**config.mk**
```make
export PLATFORM = sky130hd
export DESIGN_NAME = nucleic_acid_sequencer_flat
export DESIGN_NICKNAME = d
export VERILOG_FILES = /design/src/rtl/nucleic_acid_pkg.sv /design/src/rtl/nucleic_acid_sequencer_if.sv /design/src/rtl/nucleic_acid_sequencer_pump_phase_gen.sv /design/src/rtl/nucleic_acid_sequencer.sv /design/src/flat_wrapper.sv
export SDC_FILE = /design/constraint.sdc
export NUM_CORES = 1
export LEC_CHECK = 0
export CORE_MARGIN = 8
export CORE_UTILIZATION = 42
export DETAILED_ROUTE_END_ITERATION = 8
export GPL_ROUTABILITY_DRIVEN = 0
export GPL_TIMING_DRIVEN = 0
export HOLD_SLACK_MARGIN = 0.03
export PLACE_DENSITY_LB_ADDON = 0.15
export SYNTH_ARGS = -nofsm -noshare
export SYNTH_HDL_FRONTEND = slang
export SYNTH_SLANG_ARGS = --single-unit
```
**constraint.sdc**
```tcl
create_clock -name clk -period 4.1 [get_ports clk]
set_input_delay 0.41 -clock clk [delete_from_list [all_inputs] [get_ports clk]]
set_output_delay 0.41 -clock clk [all_outputs]
set_load 0.02 [all_outputs]
```
**src/rtl/nucleic_acid_pkg.sv**
```systemverilog
// rtl/nucleic_acid_pkg.sv - shared phase encodings, valve vector and pump pattern for the sequencer
package nucleic_acid_pkg;

    typedef enum logic [2:0] {
        PH_IDLE    = 3'd0,
        PH_LOAD    = 3'd1,
        PH_MIX     = 3'd2,
        PH_CAPTURE = 3'd3,
        PH_WASH    = 3'd4,
        PH_SETTLE  = 3'd5,
        PH_ELUTE   = 3'd6,
        PH_COLLECT = 3'd7
    } phase_e;

    typedef struct packed {
        logic lysis;
        logic wash;
        logic elute;
        logic horiz;
        logic vertical;
        logic loop_exit;
        logic bead_vtl;
        logic bead_trap;
        logic collection;
        logic dead_end;
        logic pump1;
        logic pump2;
        logic pump3;
    } valve_vec_t;

    localparam logic [2:0] PUMP_SEQ [6] = '{3'b100, 3'b110, 3'b010, 3'b011, 3'b001, 3'b101};

    // Static valve openings per phase; pump lines are filled in by the pump generator.
    function automatic valve_vec_t valve_pattern(input phase_e p);
        valve_vec_t v;
        v = '0;
        case (p)
            PH_LOAD: begin
                v.lysis    = 1'b1;
                v.vertical = 1'b1;
                v.horiz    = 1'b1;
            end
            PH_MIX: v.vertical = 1'b1;
            PH_CAPTURE: begin
                v.bead_vtl  = 1'b1;
                v.bead_trap = 1'b1;
                v.loop_exit = 1'b1;
                v.dead_end  = 1'b1;
            end
            PH_WASH: begin
                v.wash      = 1'b1;
                v.vertical  = 1'b1;
                v.loop_exit = 1'b1;
                v.bead_trap = 1'b1;
            end
            PH_ELUTE: begin
                v.elute     = 1'b1;
                v.vertical  = 1'b1;
                v.loop_exit = 1'b1;
                v.bead_trap = 1'b1;
            end
            PH_COLLECT: begin
                v.collection = 1'b1;
                v.loop_exit  = 1'b1;
                v.bead_trap  = 1'b1;
            end
            default: ;
        endcase
        return v;
    endfunction

endpackage

```
**src/rtl/nucleic_acid_sequencer_if.sv**
```systemverilog
// rtl/nucleic_acid_sequencer_if.sv - host/config and valve-bank signal bundle for the sequencer
interface nucleic_acid_sequencer_if #(parameter int T_W = 16);
    logic           start;
    logic           abort;
    logic [T_W-1:0] load_time;
    logic [7:0]     mix_cycles;
    logic [T_W-1:0] wash_time;
    logic [3:0]     wash_reps;
    logic [T_W-1:0] elute_time;
    logic           busy;
    logic           done;
    logic           aborted;
    logic [2:0]     phase;
    logic           lysis_ctl, wash_ctl, elute_ctl, horiz_ctl, vertical_ctl;
    logic           loop_exit_ctl, bead_vtl_ctl, bead_trap_ctl, collection_ctl, dead_end_ctl;
    logic           pump1, pump2, pump3;

    modport master (
        output start, abort, load_time, mix_cycles, wash_time, wash_reps, elute_time,
        input  busy, done, aborted, phase,
        input  lysis_ctl, wash_ctl, elute_ctl, horiz_ctl, vertical_ctl,
        input  loop_exit_ctl, bead_vtl_ctl, bead_trap_ctl, collection_ctl, dead_end_ctl,
        input  pump1, pump2, pump3
    );

    modport slave (
        input  start, abort, load_time, mix_cycles, wash_time, wash_reps, elute_time,
        output busy, done, aborted, phase,
        output lysis_ctl, wash_ctl, elute_ctl, horiz_ctl, vertical_ctl,
        output loop_exit_ctl, bead_vtl_ctl, bead_trap_ctl, collection_ctl, dead_end_ctl,
        output pump1, pump2, pump3
    );
endinterface

```
**src/rtl/nucleic_acid_sequencer_pump_phase_gen.sv**
```systemverilog
// rtl/nucleic_acid_sequencer_pump_phase_gen.sv - 6-step peristaltic pump pattern with per-cycle strobe
module pump_phase_gen
    import nucleic_acid_pkg::*;
#(
    parameter int STEP_TICKS = 4
) (
    input  logic       clk,
    input  logic       rst,
    input  logic       enable,
    input  logic       clear,
    output logic [2:0] pattern,
    output logic       cycle_done
);
    localparam int CW = (STEP_TICKS > 1) ? $clog2(STEP_TICKS) : 1;
    localparam logic [CW-1:0] LAST_TICK = CW'(STEP_TICKS - 1);

    logic [CW-1:0] tick;
    logic [2:0]    idx;
    logic          active;
    logic          step_end;

    assign active   = enable && !clear;
    assign step_end = (tick == LAST_TICK);
    // Pattern for the upcoming cycle; the sequencer registers it with the other valves.
    assign pattern  = active ? PUMP_SEQ[idx] : 3'b000;

    always_ff @(posedge clk or posedge rst) begin
        if (rst) begin
            tick       <= '0;
            idx        <= '0;
            cycle_done <= 1'b0;
        end else if (!active) begin
            tick       <= '0;
            idx        <= '0;
            cycle_done <= 1'b0;
        end else begin
            cycle_done <= step_end && (idx == 3'd5);
            tick       <= step_end ? '0 : tick + CW'(1);
            if (step_end) begin
                idx <= (idx == 3'd5) ? 3'd0 : idx + 3'd1;
            end
        end
    end
endmodule

```
**src/rtl/nucleic_acid_sequencer.sv**
```systemverilog
// rtl/nucleic_acid_sequencer.sv - lock-step extraction protocol controller for the reactor array
module nucleic_acid_sequencer
    import nucleic_acid_pkg::*;
#(
    parameter int T_W           = 16,
    parameter int STEP_TICKS    = 4,
    parameter int CAPTURE_TICKS = 64,
    parameter int COLLECT_TICKS = 32
) (
    input  logic                  clk,
    input  logic                  rst,
    nucleic_acid_sequencer_if.slave bus
);
    phase_e         state, state_next;
    logic [T_W-1:0] timer, entry_dur, wash_time_q, elute_time_q;
    logic [7:0]     mix_left;
    logic [3:0]     reps_left;
    logic           timer_end, cycle_done, pump_en;
    logic [2:0]     pump_pat;
    valve_vec_t     valves_next, valves_q;
    logic           busy_next, done_next, aborted_next;
    logic           busy_q, done_q, aborted_q;

    assign timer_end = (timer == T_W'(1));
    assign pump_en   = (state_next == PH_MIX);

    pump_phase_gen #(.STEP_TICKS(STEP_TICKS)) u_pump (
        .clk       (clk),
        .rst       (rst),
        .enable    (pump_en),
        .clear     (!pump_en),
        .pattern   (pump_pat),
        .cycle_done(cycle_done)
    );

    always_ff @(posedge clk or posedge rst) begin
        if (rst) state <= PH_IDLE;
        else     state <= state_next;
    end

    always_comb begin
        state_next = state;
        case (state)
            PH_IDLE:    if (bus.start && !bus.abort) state_next = PH_LOAD;
            PH_LOAD:    if (timer_end) state_next = (mix_left != 8'd0) ? PH_MIX : PH_CAPTURE;
            PH_MIX:     if (cycle_done && mix_left == 8'd1) state_next = PH_CAPTURE;
            PH_CAPTURE: if (timer_end) state_next = (reps_left != 4'd0) ? PH_WASH : PH_ELUTE;
            PH_WASH:    if (timer_end) state_next = PH_SETTLE;
            PH_SETTLE:  state_next = (reps_left == 4'd1) ? PH_ELUTE : PH_WASH;
            PH_ELUTE:   if (timer_end) state_next = PH_COLLECT;
            PH_COLLECT: if (timer_end) state_next = PH_IDLE;
            default:    state_next = PH_IDLE;
        endcase
        if (state != PH_IDLE && bus.abort) state_next = PH_IDLE;
    end

    // Duration loaded into the phase timer on entry; zero is stretched to one cycle.
    always_comb begin
        entry_dur = T_W'(1);
        case (state_next)
            PH_LOAD:    entry_dur = bus.load_time;
            PH_CAPTURE: entry_dur = T_W'(CAPTURE_TICKS);
            PH_WASH:    entry_dur = wash_time_q;
            PH_ELUTE:   entry_dur = elute_time_q;
            PH_COLLECT: entry_dur = T_W'(COLLECT_TICKS);
            default:    ;
        endcase
        if (entry_dur == '0) entry_dur = T_W'(1);
    end

    always_ff @(posedge clk or posedge rst) begin
        if (rst) begin
            timer        <= '0;
            wash_time_q  <= '0;
            elute_time_q <= '0;
            mix_left     <= '0;
            reps_left    <= '0;
        end else begin
            if (state_next != state)   timer <= entry_dur;
            else if (timer > T_W'(1))  timer <= timer - T_W'(1);
            if (state == PH_IDLE && state_next == PH_LOAD) begin
                wash_time_q  <= bus.wash_time;
                elute_time_q <= bus.elute_time;
                mix_left     <= bus.mix_cycles;
                reps_left    <= bus.wash_reps;
            end
            if (state == PH_MIX && cycle_done && mix_left != 8'd0) mix_left <= mix_left - 8'd1;
            if (state == PH_SETTLE && reps_left != 4'd0) reps_left <= reps_left - 4'd1;
        end
    end

    always_comb begin
        valves_next       = valve_pattern(state_next);
        valves_next.pump1 = pump_pat[2];
        valves_next.pump2 = pump_pat[1];
        valves_next.pump3 = pump_pat[0];
        busy_next         = (state_next != PH_IDLE);
        done_next         = (state == PH_COLLECT) && timer_end && !bus.abort;
        aborted_next      = (state != PH_IDLE) && bus.abort;
    end

    always_ff @(posedge clk or posedge rst) begin
        if (rst) begin
            valves_q  <= '0;
            busy_q    <= 1'b0;
            done_q    <= 1'b0;
            aborted_q <= 1'b0;
        end else begin
            valves_q  <= valves_next;
            busy_q    <= busy_next;
            done_q    <= done_next;
            aborted_q <= aborted_next;
        end
    end

    assign bus.phase          = state;
    assign bus.busy           = busy_q;
    assign bus.done           = done_q;
    assign bus.aborted        = aborted_q;
    assign bus.lysis_ctl      = valves_q.lysis;
    assign bus.wash_ctl       = valves_q.wash;
    assign bus.elute_ctl      = valves_q.elute;
    assign bus.horiz_ctl      = valves_q.horiz;
    assign bus.vertical_ctl   = valves_q.vertical;
    assign bus.loop_exit_ctl  = valves_q.loop_exit;
    assign bus.bead_vtl_ctl   = valves_q.bead_vtl;
    assign bus.bead_trap_ctl  = valves_q.bead_trap;
    assign bus.collection_ctl = valves_q.collection;
    assign bus.dead_end_ctl   = valves_q.dead_end;
    assign bus.pump1          = valves_q.pump1;
    assign bus.pump2          = valves_q.pump2;
    assign bus.pump3          = valves_q.pump3;
endmodule

```
**src/flat_wrapper.sv**
```systemverilog
// flat-port wrapper written by rule: the top's interface ports become plain ports
module nucleic_acid_sequencer_flat import nucleic_acid_pkg::*;
#(
    parameter int T_W           = 16,
    parameter int STEP_TICKS    = 4,
    parameter int CAPTURE_TICKS = 64,
    parameter int COLLECT_TICKS = 32
)
  (clk, rst, bus_start, bus_abort, bus_load_time, bus_mix_cycles, bus_wash_time, bus_wash_reps, bus_elute_time, bus_busy, bus_done, bus_aborted, bus_phase, bus_lysis_ctl, bus_wash_ctl, bus_elute_ctl, bus_horiz_ctl, bus_vertical_ctl, bus_loop_exit_ctl, bus_bead_vtl_ctl, bus_bead_trap_ctl, bus_collection_ctl, bus_dead_end_ctl, bus_pump1, bus_pump2, bus_pump3);
  nucleic_acid_sequencer_if #(.T_W(T_W)) bus_i ();
  input  logic clk;
  input  logic rst;
  input wire logic [$bits(bus_i.start)-1:0] bus_start;
  input wire logic [$bits(bus_i.abort)-1:0] bus_abort;
  input wire logic [$bits(bus_i.load_time)-1:0] bus_load_time;
  input wire logic [$bits(bus_i.mix_cycles)-1:0] bus_mix_cycles;
  input wire logic [$bits(bus_i.wash_time)-1:0] bus_wash_time;
  input wire logic [$bits(bus_i.wash_reps)-1:0] bus_wash_reps;
  input wire logic [$bits(bus_i.elute_time)-1:0] bus_elute_time;
  output wire logic [$bits(bus_i.busy)-1:0] bus_busy;
  output wire logic [$bits(bus_i.done)-1:0] bus_done;
  output wire logic [$bits(bus_i.aborted)-1:0] bus_aborted;
  output wire logic [$bits(bus_i.phase)-1:0] bus_phase;
  output wire logic [$bits(bus_i.lysis_ctl)-1:0] bus_lysis_ctl;
  output wire logic [$bits(bus_i.wash_ctl)-1:0] bus_wash_ctl;
  output wire logic [$bits(bus_i.elute_ctl)-1:0] bus_elute_ctl;
  output wire logic [$bits(bus_i.horiz_ctl)-1:0] bus_horiz_ctl;
  output wire logic [$bits(bus_i.vertical_ctl)-1:0] bus_vertical_ctl;
  output wire logic [$bits(bus_i.loop_exit_ctl)-1:0] bus_loop_exit_ctl;
  output wire logic [$bits(bus_i.bead_vtl_ctl)-1:0] bus_bead_vtl_ctl;
  output wire logic [$bits(bus_i.bead_trap_ctl)-1:0] bus_bead_trap_ctl;
  output wire logic [$bits(bus_i.collection_ctl)-1:0] bus_collection_ctl;
  output wire logic [$bits(bus_i.dead_end_ctl)-1:0] bus_dead_end_ctl;
  output wire logic [$bits(bus_i.pump1)-1:0] bus_pump1;
  output wire logic [$bits(bus_i.pump2)-1:0] bus_pump2;
  output wire logic [$bits(bus_i.pump3)-1:0] bus_pump3;
  assign bus_i.start = bus_start;
  assign bus_i.abort = bus_abort;
  assign bus_i.load_time = bus_load_time;
  assign bus_i.mix_cycles = bus_mix_cycles;
  assign bus_i.wash_time = bus_wash_time;
  assign bus_i.wash_reps = bus_wash_reps;
  assign bus_i.elute_time = bus_elute_time;
  assign bus_busy = bus_i.busy;
  assign bus_done = bus_i.done;
  assign bus_aborted = bus_i.aborted;
  assign bus_phase = bus_i.phase;
  assign bus_lysis_ctl = bus_i.lysis_ctl;
  assign bus_wash_ctl = bus_i.wash_ctl;
  assign bus_elute_ctl = bus_i.elute_ctl;
  assign bus_horiz_ctl = bus_i.horiz_ctl;
  assign bus_vertical_ctl = bus_i.vertical_ctl;
  assign bus_loop_exit_ctl = bus_i.loop_exit_ctl;
  assign bus_bead_vtl_ctl = bus_i.bead_vtl_ctl;
  assign bus_bead_trap_ctl = bus_i.bead_trap_ctl;
  assign bus_collection_ctl = bus_i.collection_ctl;
  assign bus_dead_end_ctl = bus_i.dead_end_ctl;
  assign bus_pump1 = bus_i.pump1;
  assign bus_pump2 = bus_i.pump2;
  assign bus_pump3 = bus_i.pump3;
  nucleic_acid_sequencer #(.T_W(T_W), .STEP_TICKS(STEP_TICKS), .CAPTURE_TICKS(CAPTURE_TICKS), .COLLECT_TICKS(COLLECT_TICKS)) u_core (.clk(clk), .rst(rst), .bus(bus_i));
endmodule
```
Word level (Yosys, flattened, before mapping)
Memories as Yosys holds them, arrays and structs flattened.
Cells that the tools add are included.

word-level totals
  bits in registers = 82
  bits in read-only memories = 24
  input port bits = 64
  output and inout port bits = 19
  word-level logic and storage cells = 109
  memories kept = 1

operators by class
  $add $sub $neg = 5
  $lt $le $gt $ge = 2
  eq/ne operators = 20
  mux-type cells = 36
  bitwise gates (word level) = 1
  reduce and logical (&&, ||, !) cells = 22

memory list
  name              words  bits a word  rd ports  clocked after Yosys merged registers in  wr ports  RTL line                                     RTL
  (name not given)  8      3            1         0                                        0         nucleic_acid_sequencer_pump_phase_gen.sv:25  assign pattern = active ? PUMP_SEQ[idx] : 3'b000;

operators by type and width
  kind                                                  count
  one-hot mux 16 bit (5 select lines)                   1
  2-to-1 mux 16 bit                                     3
  2-to-1 mux 3 bit                                      14
  == test 3 bit (second input constant)                 8
  one-hot mux 3 bit (8 select lines)                    1
  == test 16 x 1 -> 1 bit (second input constant)       1
  > comparator 16 x 1 -> 1 bit (second input constant)  1
  zero test 16 bit                                      1
  2-to-1 mux 8 bit                                      2
  subtractor 16 x 1 -> 16 bit (second input constant)   1
  == test 3 x 2 -> 1 bit (second input constant)        4
  logical AND 1 bit                                     10
  2-to-1 mux 1 bit                                      9
  == test 8 x 1 -> 1 bit (second input constant)        1
  2-to-1 mux 2 bit                                      4
  2-to-1 mux 4 bit                                      2
  nonzero test 8 bit                                    1
  OR reduction 4 bit                                    2
  subtractor 8 x 1 -> 8 bit (second input constant)     1
  == test 3 x 1 -> 1 bit (second input constant)        2
  nonzero test 2 bit                                    3
  nonzero test 3 bit                                    2
  == test 4 x 1 -> 1 bit (second input constant)        1
  >= comparator 4 bit (second input constant)           1
  other kinds (10)                                      10

Logic depth before layout (Yosys ltp)
Gate-level depths: netlist of run 1.

  word-level depth = 10
  depth in mapped cells = 15
  gate-level depth less buffers = 12

By module
A second synthesis of run 1 with hierarchy kept.

unflattened totals
  cells, all modules = 487
  area, all modules = 4426.7 sq um

by module, submodules not included
  module                  instances  cells each  area an instance (sq um)  sequential area each (sq um)
  nucleic_acid_sequencer  1          454         4072.7                    1901.8
  pump_phase_gen          1          33          354.1                     150.1

Worst setup path before layout of run 1
OpenSTA, ideal clock, no wires.

  kind = flip-flop to flip-flop
  start point = register u_core.reps_left[0]
  end point = register u_core.timer[0]
  library setup time = 0.082 ns
  arrival time = 3.177 ns
  required time = 4.018 ns
  slack = 0.840 ns
  stages on the path, launching flop included = 14
  period minus slack after synthesis = 3.260 ns
  cell sequence = dfrtp_1 -> inv_1 -> ha_1 -> or3b_1 -> a211o_1 -> mux2_4 -> o21a_1 -> buf_6 -> clkinv_2 -> mux2_2 -> a22oi_1 -> nand4_1 -> or4_1 -> a22oi_2

on the way
  longest elaborated chain between the ends = 10
  elaborated cells on any way between the ends = 18
  classes of those cells = eq/ne: 7; mux: 8; reduce/logical: 3

ends and longest elaborated chain
  what                                   RTL line                      RTL
  start, declared                        nucleic_acid_sequencer.sv:17  logic [3:0] reps_left;
  start signal, assigned                 nucleic_acid_sequencer.sv:85  reps_left <= bus.wash_reps;
  start signal, assigned                 nucleic_acid_sequencer.sv:88  if (state == PH_SETTLE && reps_left != 4'd0) reps_left <= reps_left - 4'd1;
  nonzero test 4 bit                     nucleic_acid_sequencer.sv:47  PH_CAPTURE: if (timer_end) state_next = (reps_left != 4'd0) ? PH_WASH : PH_ELUTE;
  2-to-1 mux 2 bit                       nucleic_acid_sequencer.sv:47
  2-to-1 mux 3 bit                       nucleic_acid_sequencer.sv:47
  one-hot mux 3 bit (8 select lines) *   nucleic_acid_sequencer.sv:43  case (state)
  2-to-1 mux 3 bit *                     nucleic_acid_sequencer.sv:54  if (state != PH_IDLE && bus.abort) state_next = PH_IDLE;
  == test 3 bit (tied with other cells)  nucleic_acid_sequencer.sv:60  case (state_next)
  one-hot mux 16 bit (5 select lines)    nucleic_acid_sequencer.sv:60
  zero test 16 bit                       nucleic_acid_sequencer.sv:68  if (entry_dur == '0) entry_dur = T_W'(1);
  2-to-1 mux 16 bit                      nucleic_acid_sequencer.sv:68
  2-to-1 mux 16 bit                      nucleic_acid_sequencer.sv:79  if (state_next != state) timer <= entry_dur;
  end signal, assigned                   nucleic_acid_sequencer.sv:79
  end signal, assigned                   nucleic_acid_sequencer.sv:80  else if (timer > T_W'(1)) timer <= timer - T_W'(1);
  end, declared                          nucleic_acid_sequencer.sv:15  logic [T_W-1:0] timer, entry_dur, wash_time_q, elute_time_q;

Every way passes the cells marked *; elsewhere a longest branch is shown, timed or not.
A chain may end at the register's enable or synchronous reset.

Final worst setup path of run 1
Same ends and word-level chain as after synthesis.

==> flow_metrics.env, run 1 <==
export IMPL_status="completed"
export IMPL_startpoint="u_core.reps_left[0]"
export IMPL_port_buffers=82
export IMPL_rsz0062_at_grt="no"
export IMPL_drt_total_wl_mm=11.64
export IMPL_dp_slack_ps=-65.78
export IMPL_hold_viol=0
export IMPL_ys_seq_elements=82
export IMPL_layout_drive_gt1_share=0.09185
export IMPL_netlist_area_leader_share=0.4692
export IMPL_leakagePower_nw=2.537
export IMPL_start_util=0.4274
export IMPL_synth_cell_types=67
export IMPL_final_antenna_net_count=0
export IMPL_final_util=0.5526
export IMPL_cts_root_buffer="clkbuf_8"
export IMPL_yosysSeqAreaShare=0.4692
export IMPL_cts_tree="done"
export IMPL_grt_max_degree=60
export IMPL_fin_nets=646
export IMPL_crit_path_max_fanout=8
export IMPL_max_freq_mhz=277.6
export IMPL_drc=0
export IMPL_hp_class="input port to async pin"
export IMPL_relSlewSlack=0.5694
export IMPL_worst_slack_ps=497.1
export IMPL_cts_buffers=9
export IMPL_clk_latency_ps=360
export IMPL_antenna_found_initial=0
export IMPL_grt_pass1_vias=3914
export IMPL_cts_sinks=82
export IMPL_ir_worst_vdd_uv=186.5
export IMPL_powerDensity_nw_per_um2=526.0
export IMPL_hpwlAfterDp_mm=8.980
export IMPL_grt_overflow_total=0
export IMPL_netlist_instances=478
export IMPL_setup_viol=0
export IMPL_fin_crit_ps=3603
export IMPL_netlist_area_um2=4373
export IMPL_grt_first_pass_wirelength_mm=19.62
export IMPL_coreArea_um2=10230
export IMPL_first_iter_violations=240
export IMPL_avgSynthCellArea_um2=9.148
export IMPL_async_flop_share=1.000
export IMPL_die_area_um2=13930
export IMPL_num_rows=37
export IMPL_synth_ff_type="dfrtp_1"
export IMPL_critPathArrivalTime_ps=3880
export IMPL_cts_htree_levels=3
export IMPL_area_delta_synth_final_pct=29.30
export IMPL_startpoint_type="flop"
export IMPL_die_height_um=118.0
export IMPL_slew_violations=0
export IMPL_reg2reg_slack_ps=500
export IMPL_syn_nets=552
export IMPL_synth_edff_count=0
export IMPL_cts_hold_fix_buffers=0
export IMPL_power_w=0.002974
export IMPL_synthTopCellsByArea="dfrtp_1 47%, nand2_1 12%, ha_1 2.9%, nor2_1 2.7%, mux2_2 2.3%"
export IMPL_post_route_period_util=0.8788
export IMPL_reg2reg_depth=13
export IMPL_dr_pass1_iters=4
export IMPL_viasPerCell=5.213
export IMPL_r2r_start="u_core.reps_left[0]"
export IMPL_drv_cap=0
export IMPL_fp_dieW_um=118.0
export IMPL_diodes=0
export IMPL_yosys_warnings=0
export IMPL_clk_path_buf_depth=2
export IMPL_finalClockSkew_ps=12.10
export IMPL_grt_usage=0.1728
export IMPL_dr_total_vias=3717
export IMPL_required_ps=4380
export IMPL_tightest_slew_ps=645.9
export IMPL_endpoint_kind="flop"
export IMPL_avgRoutedWirePerCell_um=16.33
export IMPL_cts_reportedPaths_clkPinSlew_ps=90
export IMPL_io_pins=83
export IMPL_path_class="flop to flop"
export IMPL_yosys_area_top_type="dfrtp_1"
export IMPL_hold_ws_ps=356.2
export IMPL_final_setup_tns_ps=0
[flip-flops by register name (all words and copies together), names as in the netlist, 2 cells and up]
signal,cells
u_core.bus.phase,3
u_core.elute_time_q,16
u_core.mix_left,8
u_core.reps_left,4
u_core.timer,16
u_core.u_pump.idx,3
u_core.u_pump.tick,2
u_core.wash_time_q,16
[logic make-up (layout without fill, tap and decap cells)]
group / Yosys count / count (layout) / share of synthesized area
compound gates: 71 / 71 / 0.1225
xor+xnor: 16 / 16 / 0.03205
fa+ha+maj: 10 / 10 / 0.02861
buf+inv: 40 / 139 / 0.04206
flops: 82 / 82 / 0.4692
mux: 18 / 18 / 0.04607
simple gates: 241 / 241 / 0.2595
[placed cells by master (no fill, tap or decap), types with 3 or more instances in the layout]
cell type / synthesis / layout
a21oi_1: 18 / 18
a22oi_1: 7 / 7
a311oi_1: 4 / 4
a32oi_1: 3 / 3
buf_4: 4 / 4
bufinv_16: 0 / 3
clkbuf_1: 16 / 15
clkbuf_8: 0 / 10
clkdlybuf4s50_1: 0 / 82
dfrtp_1: 82 / 82
ha_1: 10 / 10
inv_1: 12 / 11
mux2_2: 9 / 9
mux2i_1: 7 / 7
nand2_1: 136 / 136
nand3_1: 13 / 13
nand4_1: 3 / 3
nor2_1: 32 / 32
nor2b_1: 4 / 4
nor3_1: 17 / 17
nor3b_1: 5 / 5
nor4_1: 7 / 7
o21ai_0: 8 / 8
o21ai_1: 4 / 4
o221a_1: 3 / 3
or4_1: 3 / 3
xnor2_1: 8 / 8
xor2_1: 8 / 8
[Yosys cell counts, drive strengths merged (3+ instances only)]
| cell type | n |
|---|---|
| a22oi | 9 |
| nor3 | 18 |
| nor2b | 4 |
| nand4 | 3 |
| buf | 10 |
| xor2 | 8 |
| nand3 | 13 |
| xnor2 | 8 |
| nor2 | 33 |
| clkbuf | 16 |
| a21oi | 19 |
| a311oi | 4 |
| dfrtp | 82 |
| nor4 | 8 |
| nand2 | 136 |
| or4 | 4 |
| nor3b | 5 |
| mux2i | 7 |
| mux2 | 11 |
| a32oi | 3 |
| ha | 10 |
| o221a | 3 |
| nor4b | 4 |
| o21ai | 12 |
| inv | 13 |
[critical path, stage by stage (launching register included)]
cell      delay [ps]
dfrtp_1          440
inv_1            100
ha_1             140
or3b_1           380
a211o_1          310
mux2_4           280
o21a_1           190
buf_6            140
clkinv_2         120
mux2_2           370
a22oi_1          230
nand4_1          120
or4_1            560
a22oi_2          160
[metrics by stage]
| step | instances | cell area (um2) |
|---|---|---|
| floorplan | 478 | 4373 |
| global placement | 696 | 5364 |
| detailed placement | 697 | 5394 |
| CTS | 713 | 5644 |
| global route | 713 | 5654 |
| finish | 713 | 5654 |
[worst paths after layout]
check | endpoint
max | u_core.timer[0]
min | u_core.u_pump.idx[0]
max reg2reg | u_core.timer[0]
min reg2reg | u_core.u_pump.tick[0]
max in group asynchronous | u_core.elute_time_q[5]
min in group clk | u_core.u_pump.tick[0]
[metal layers]
layer  track usage  part of all wire  vias up
met5             0                 0        -
met4       0.05685             0.017        0
met3       0.04077             0.049       17
met2        0.2769              0.46       76
met1        0.2248              0.47     1769
li1              -                 -     1855
[report_power, final]
part           internal (W)  switching (W)
sequential          0.00106       0.000225
clock              0.000423       0.000304
combinational      0.000441       0.000516
total               0.00193        0.00105
[layout make-up]
class	instances	area, um2
repair buffers	83	848.3
clock inverters	6	112.6
inverters	14	56.30
clock buffers	10	137.6
multi-input cells	356	2146
flip-flops and latches	82	2052
plain buffers	26	131.4
fillers	939	4577
well taps	136	170.2
[timing repair]
action | in CTS | in global routing
gates resized for setup | 0 | 3
buffers inserted | 0 | 0
setup endpoints to repair | 0 | 10
endpoints found under the hold margin | 0 | 0
Note: power is estimated with default switching activity, not from simulation.
==> run 2, diff against run 1 <==
--- a/config.mk
+++ b/config.mk
@@ -7,6 +7,7 @@
 export LEC_CHECK = 0
 export CORE_MARGIN = 8
 export CORE_UTILIZATION = 42
+export CTS_CLUSTER_SIZE = 8
 export DETAILED_ROUTE_END_ITERATION = 8
 export GPL_ROUTABILITY_DRIVEN = 0
 export GPL_TIMING_DRIVEN = 0
==> results of run 2 <==
The final DEF is identical to that of run 1; final timing and power are the same.
